## src/rtl/sram_like_bridge_pkg.sv

```systemverilog
// sram_like_bridge_pkg: FSM encodings and SRAM-like bus size codes shared by the bridge files.
package sram_like_bridge_pkg;
  typedef enum logic [1:0] {BRG_IDLE = 2'd0, BRG_REQ = 2'd1, BRG_WAIT = 2'd2} brg_state_e;
  localparam logic [1:0] BUS_SIZE_B = 2'd0;
  localparam logic [1:0] BUS_SIZE_H = 2'd1;
  localparam logic [1:0] BUS_SIZE_W = 2'd2;
endpackage

```

## src/rtl/sram_like_bridge_size_dec.sv

```systemverilog
// sram_size_dec: maps byte write enables to bus size and low address bits; unsupported masks fall back to word size.
module sram_size_dec
  import sram_like_bridge_pkg::*;
(
  input  logic [3:0] i_wen,
  input  logic [1:0] i_addr_lo,
  output logic [1:0] o_size,
  output logic [1:0] o_addr_lo
);
  always_comb begin
    o_size    = (i_wen == 4'h0 || i_wen == 4'hf) ? BUS_SIZE_W :
                (i_wen == 4'h3 || i_wen == 4'hc) ? BUS_SIZE_H :
                (i_wen == 4'h1 || i_wen == 4'h2 || i_wen == 4'h4 || i_wen == 4'h8) ? BUS_SIZE_B :
                BUS_SIZE_W;
    o_addr_lo = (i_wen == 4'h0 || i_wen == 4'hf || i_wen == 4'h3 || i_wen == 4'h1) ? 2'd0 :
                (i_wen == 4'hc || i_wen == 4'h4) ? 2'd2 :
                (i_wen == 4'h2) ? 2'd1 :
                (i_wen == 4'h8) ? 2'd3 :
                i_addr_lo;
  end
endmodule

```

## src/rtl/sram_like_bridge.sv

```systemverilog
// sram_like_bridge: serves core inst/data zero-wait SRAM ports over one SRAM-like bus, one txn at a time.
// Optional BRIDGE_PERF_CNT_EN adds perf_stall_cyc / perf_txn_cnt counters.
module sram_like_bridge
  import sram_like_bridge_pkg::*;
#(
  parameter bit DATA_PRIO = 1'b1
) (
  input  logic        clk,
  input  logic        rst,
  input  logic        inst_sram_en,
  input  logic [31:0] inst_sram_addr,
  output logic [31:0] inst_sram_rdata,
  input  logic        data_sram_en,
  input  logic [3:0]  data_sram_wen,
  input  logic [31:0] data_sram_addr,
  input  logic [31:0] data_sram_wdata,
  output logic [31:0] data_sram_rdata,
  output logic        stallreq_bus,
  output logic        bus_req,
  output logic        bus_wr,
  output logic [1:0]  bus_size,
  output logic [31:0] bus_addr,
  output logic [31:0] bus_wdata,
  input  logic        bus_addr_ok,
  input  logic        bus_data_ok,
`ifdef BRIDGE_PERF_CNT_EN
  input  logic [31:0] bus_rdata,
  output logic [31:0] perf_stall_cyc,
  output logic [31:0] perf_txn_cnt
`else
  input  logic [31:0] bus_rdata
`endif
);
  brg_state_e  r_state;
  logic        r_done_i, r_done_d, r_sel_d;
  logic        r_bus_req, r_bus_wr;
  logic [1:0]  r_bus_size;
  logic [31:0] r_bus_addr, r_bus_wdata, r_inst_rdata, r_data_rdata;
  logic        w_pend_i, w_pend_d, w_pick_d, w_cmp, w_cmp_i, w_cmp_d;
  logic [1:0]  w_dsize, w_dlo;
  sram_size_dec u_dec (
    .i_wen    (data_sram_wen),
    .i_addr_lo(data_sram_addr[1:0]),
    .o_size   (w_dsize),
    .o_addr_lo(w_dlo)
  );
  always_comb begin
    w_pend_i = inst_sram_en & ~r_done_i;
    w_pend_d = data_sram_en & ~r_done_d;
    w_pick_d = w_pend_d & (DATA_PRIO | ~w_pend_i);
    w_cmp    = ((r_state == BRG_REQ) & bus_addr_ok & bus_data_ok) | ((r_state == BRG_WAIT) & bus_data_ok);
    w_cmp_i  = w_cmp & ~r_sel_d;
    w_cmp_d  = w_cmp & r_sel_d;
  end
  assign stallreq_bus    = w_pend_i | w_pend_d;
  assign bus_req         = r_bus_req;
  assign bus_wr          = r_bus_wr;
  assign bus_size        = r_bus_size;
  assign bus_addr        = r_bus_addr;
  assign bus_wdata       = r_bus_wdata;
  assign inst_sram_rdata = r_inst_rdata;
  assign data_sram_rdata = r_data_rdata;
  // done flags collapse when the core stops stalling, so a txn finishing after its en dropped is not remembered
  always_ff @(posedge clk) begin
    if (rst) begin
      r_state      <= BRG_IDLE;
      r_done_i     <= 1'b0;
      r_done_d     <= 1'b0;
      r_sel_d      <= 1'b0;
      r_bus_req    <= 1'b0;
      r_bus_wr     <= 1'b0;
      r_bus_size   <= 2'd0;
      r_bus_addr   <= 32'd0;
      r_bus_wdata  <= 32'd0;
      r_inst_rdata <= 32'd0;
      r_data_rdata <= 32'd0;
    end else begin
      r_done_i <= stallreq_bus & (r_done_i | w_cmp_i);
      r_done_d <= stallreq_bus & (r_done_d | w_cmp_d);
      if (w_cmp_i) r_inst_rdata <= bus_rdata;
      if (w_cmp_d & ~r_bus_wr) r_data_rdata <= bus_rdata;
      case (r_state)
        BRG_IDLE: if (stallreq_bus) begin
          r_state     <= BRG_REQ;
          r_bus_req   <= 1'b1;
          r_sel_d     <= w_pick_d;
          r_bus_wr    <= w_pick_d & (|data_sram_wen);
          r_bus_size  <= w_pick_d ? w_dsize : BUS_SIZE_W;
          r_bus_addr  <= w_pick_d ? {data_sram_addr[31:2], w_dlo} : inst_sram_addr;
          r_bus_wdata <= w_pick_d ? data_sram_wdata : 32'd0;
        end
        BRG_REQ: if (bus_addr_ok) begin
          r_bus_req <= 1'b0;
          r_state   <= bus_data_ok ? BRG_IDLE : BRG_WAIT;
        end
        BRG_WAIT: if (bus_data_ok) r_state <= BRG_IDLE;
        default: r_state <= BRG_IDLE;
      endcase
    end
  end
`ifdef BRIDGE_PERF_CNT_EN
  logic [31:0] r_perf_stall, r_perf_txn;
  assign perf_stall_cyc = r_perf_stall;
  assign perf_txn_cnt   = r_perf_txn;
  always_ff @(posedge clk) begin
    if (rst) begin
      r_perf_stall <= 32'd0;
      r_perf_txn   <= 32'd0;
    end else begin
      r_perf_stall <= r_perf_stall + {31'd0, stallreq_bus};
      r_perf_txn   <= r_perf_txn + {31'd0, w_cmp};
    end
  end
`endif
endmodule

```

## config.mk

```make
export PLATFORM = sky130hd
export DESIGN_NAME = sram_like_bridge
export DESIGN_NICKNAME = d
export VERILOG_FILES = /design/src/rtl/sram_like_bridge_pkg.sv /design/src/rtl/sram_like_bridge_size_dec.sv /design/src/rtl/sram_like_bridge.sv
export SDC_FILE = /design/constraint.sdc
export NUM_CORES = 1
export LEC_CHECK = 0
export CAP_MARGIN = 20
export CORE_MARGIN = 2
export CORE_UTILIZATION = 39
export DETAILED_ROUTE_END_ITERATION = 7
export MAX_ROUTING_LAYER = met4
export PLACE_DENSITY_LB_ADDON = 0.25
export SYNTH_ARGS = -nofsm -noshare
export SYNTH_HDL_FRONTEND = slang
export SYNTH_HIERARCHICAL = 1
export SYNTH_SLANG_ARGS = --single-unit
```

## constraint.sdc

```tcl
create_clock -name clk -period 2.2 [get_ports clk]
set_input_delay 0.22 -clock clk [delete_from_list [all_inputs] [get_ports clk]]
set_output_delay 0.22 -clock clk [all_outputs]
set_load 0.02 [all_outputs]
```

==> flow_metrics.env <==
export IMPL_grt_overflow_total=0
export IMPL_syn_nets=652
export IMPL_path_clk_slew_ns=0.05
export IMPL_synth_area_mm2=0.005176
export IMPL_synth_ff_type="dfxtp_1"
export IMPL_setup_viol=0
export IMPL_postRouteAntennaNets=0
export IMPL_max_slew_worst_pin_slew_ns=0.4337
export IMPL_synthTopCellsByArea="dfxtp_1, mux2i_1, nor2_1"
export IMPL_synth_edf_count=0
export IMPL_cellLeakagePower_nw=3.189
export IMPL_antenna_cells=0
export IMPL_io_buffers=270
export IMPL_grt_pass1_vias=4635
export IMPL_seq_area_frac_synth=0.5299
export IMPL_hold_buffers=0
export IMPL_syn_avg_cell_area_um2=10.07
export IMPL_rsz0062_at_grt="false"
export IMPL_clock_latency_ns=0.41
export IMPL_die_area_mm2=0.01421
export IMPL_avgRoutedWirePerCell_um=15.91
export IMPL_ctsResizeCount=0
export IMPL_drive_above_1_share=0.05485
export IMPL_yosys_warnings=6
export IMPL_nets=913
export IMPL_h_tree_depth=4
export IMPL_areaGrowthSynthToFinish_pct=66.40
export IMPL_status="finished, final reports clean"
export IMPL_drt_iter0_markers=263
export IMPL_finalWirelength_um=15280
export IMPL_die_height_um=119.2
export IMPL_hold_path_class="in2reg"
export IMPL_fin_crit_ns=2.047
export IMPL_crit_path_end_kind="output port"
export IMPL_finalHoldViolations=0
export IMPL_synth_cell_types=34
export IMPL_drc=0
export IMPL_grt_start_max_net_pins=85
export IMPL_synthArstFlopShare=0
export IMPL_initial_core_util=0.3956
export IMPL_via_per_inst=4.888
export IMPL_min_period_over_period=0.9305
export IMPL_post_cts_buffers=0
export IMPL_synth_top_area_cell="dfxtp_1"
export IMPL_routabilityCongestion=0.7962
export IMPL_peakVddDrop_mv=0.4701
export IMPL_synth_top_area_frac=0.5299
export IMPL_crit_type="reg2out"
export IMPL_drt_pass1_iter_count=4
export IMPL_core_region_area_mm2=0.01309
export IMPL_drv_slew=0
export IMPL_relSlewSlack=0.7109
export IMPL_cts_sinks=137
export IMPL_root_buffer="clkbuf_16"
export IMPL_fp_dieW_um=119.2
export IMPL_dpl_hpwl_um=10860
export IMPL_cts_tree="built"
export IMPL_cap_violations=0
export IMPL_rows=42
export IMPL_cts_made_buffers=17
export IMPL_tns_ns=0
export IMPL_startpoint_type="flop"
export IMPL_fmax_mhz=488.5
export IMPL_powerDensity_mw_per_mm2=763.7
export IMPL_final_setup_skew_ns=0.005223
export IMPL_worstPathRequired_ns=1.98
export IMPL_io_pins=271
export IMPL_clock_path_buffers=2
export IMPL_critPathArrivalTime_ns=1.83
export IMPL_antenna_found_initial=0
export IMPL_syn_inst=514
export IMPL_grt_pass1_wl_um=23480
export IMPL_vias=4692
export IMPL_p_total_w=0.006578
export IMPL_crit_fanout=3
export IMPL_grt_usage=0.2159
export IMPL_synth_seq_cells=137
metrics by stage:
step | setup WS, ns | cells | instance area [um2] | util | hold slack (ns)
detailed placement | 0.1750 | 932 | 8068 | 0.6166 | 0.4530
CTS | 0.1075 | 960 | 8613 | 0.6583 | 0.08451
finish | 0.1528 | 960 | 8613 | 0.6583 | 0.1087
global placement | 0.2685 | 932 | 8068 | 0.6166 | 0.4489
floorplan | 0.6317 | 514 | 5176 | - | 0.2985
global route | 0.04387 | 960 | 8613 | 0.6583 | 0.1033
critical path, stage by stage (launching register included):
cell and delay, ns:
dfxtp_1 0.31, nand2b_1 0.20, and2_1 0.22, inv_1 0.09
clkdlybuf4s50_1 0.61
final timing paths:
kind	slack [ns]	endpoint	startpoint	depth (start not counted)
hold reg to reg	0.46	bus_req$_SDFFE_PP0P_	bus_req$_SDFFE_PP0P_	2
hold / removal	0.11	bus_wr$_SDFFE_PP0P_	rst	2
setup reg to reg	0.34	data_sram_rdata[7]$_SDFFE_PP0P_	r_state[1]$_SDFFE_PP0P_	5
setup / recovery	0.15	stallreq_bus	r_done_i$_SDFF_PP0_	4
cells by family after synthesis:
logic type      share of synthesized area
compound gates                     0.1201
xor+xnor                         0.001692
flops                              0.5299
buf+inv                           0.04061
mux                                0.1856
simple gates                       0.1221
power by group:
group,switching (W),internal [W],total (W)
sequential,0.0000799,0.00263,0.00271
clock,0.000962,0.00168,0.00264
combinational,0.000586,0.000644,0.00123
flip-flops by register name, indices dropped and copies added, names as in the netlist, 2 cells and up:
register / count
bus_size: 2
bus_wdata: 32
data_sram_rdata: 32
inst_sram_rdata: 32
bus_addr: 32
r_state: 2
metal layers:
layer | GRT usage | part of all wire
met5 | - | 0
met4 | 0.09449 | 0.024
met3 | 0.06992 | 0.079
met2 | 0.3621 | 0.50
met1 | 0.2343 | 0.40
placed cells by master, fill, tap and decap left out, drive strengths merged, types with 2 or more instances in the layout:
cell / Yosys / routed
nor3: 4 / 4
inv: 2 / 2
a22oi: 33 / 33
a211oi: 35 / 35
nand2: 5 / 5
a21oi: 7 / 7
nor2: 135 / 135
dfxtp: 137 / 137
clkdlybuf4s50: 0 / 269
mux2i: 96 / 96
nand2b: 4 / 4
clkbuf: 19 / 25
clkinv: 0 / 2
buf: 20 / 12
synthesized netlist by cell type, types with 2 or more instances:
library cell,n
dfxtp_1,137
nor2_1,135
mux2i_1,96
a211oi_1,34
a22oi_1,33
clkbuf_1,19
buf_2,12
a21oi_1,6
buf_4,5
nand2_1,5
nand2b_1,4
buf_6,3
nor3_1,3
inv_1,2
cell type report:
cell class              instances  area (um2)
well taps                     176       220.2
flip-flops and latches        137        2743
repair buffers                281        2845
fillers                      1013        4472
multi-input cells             336        2252
clock inverters                 3       40.04
clock buffers                  25       505.5
inverters                       2       7.507
Power figures use the tool's default switching activity.
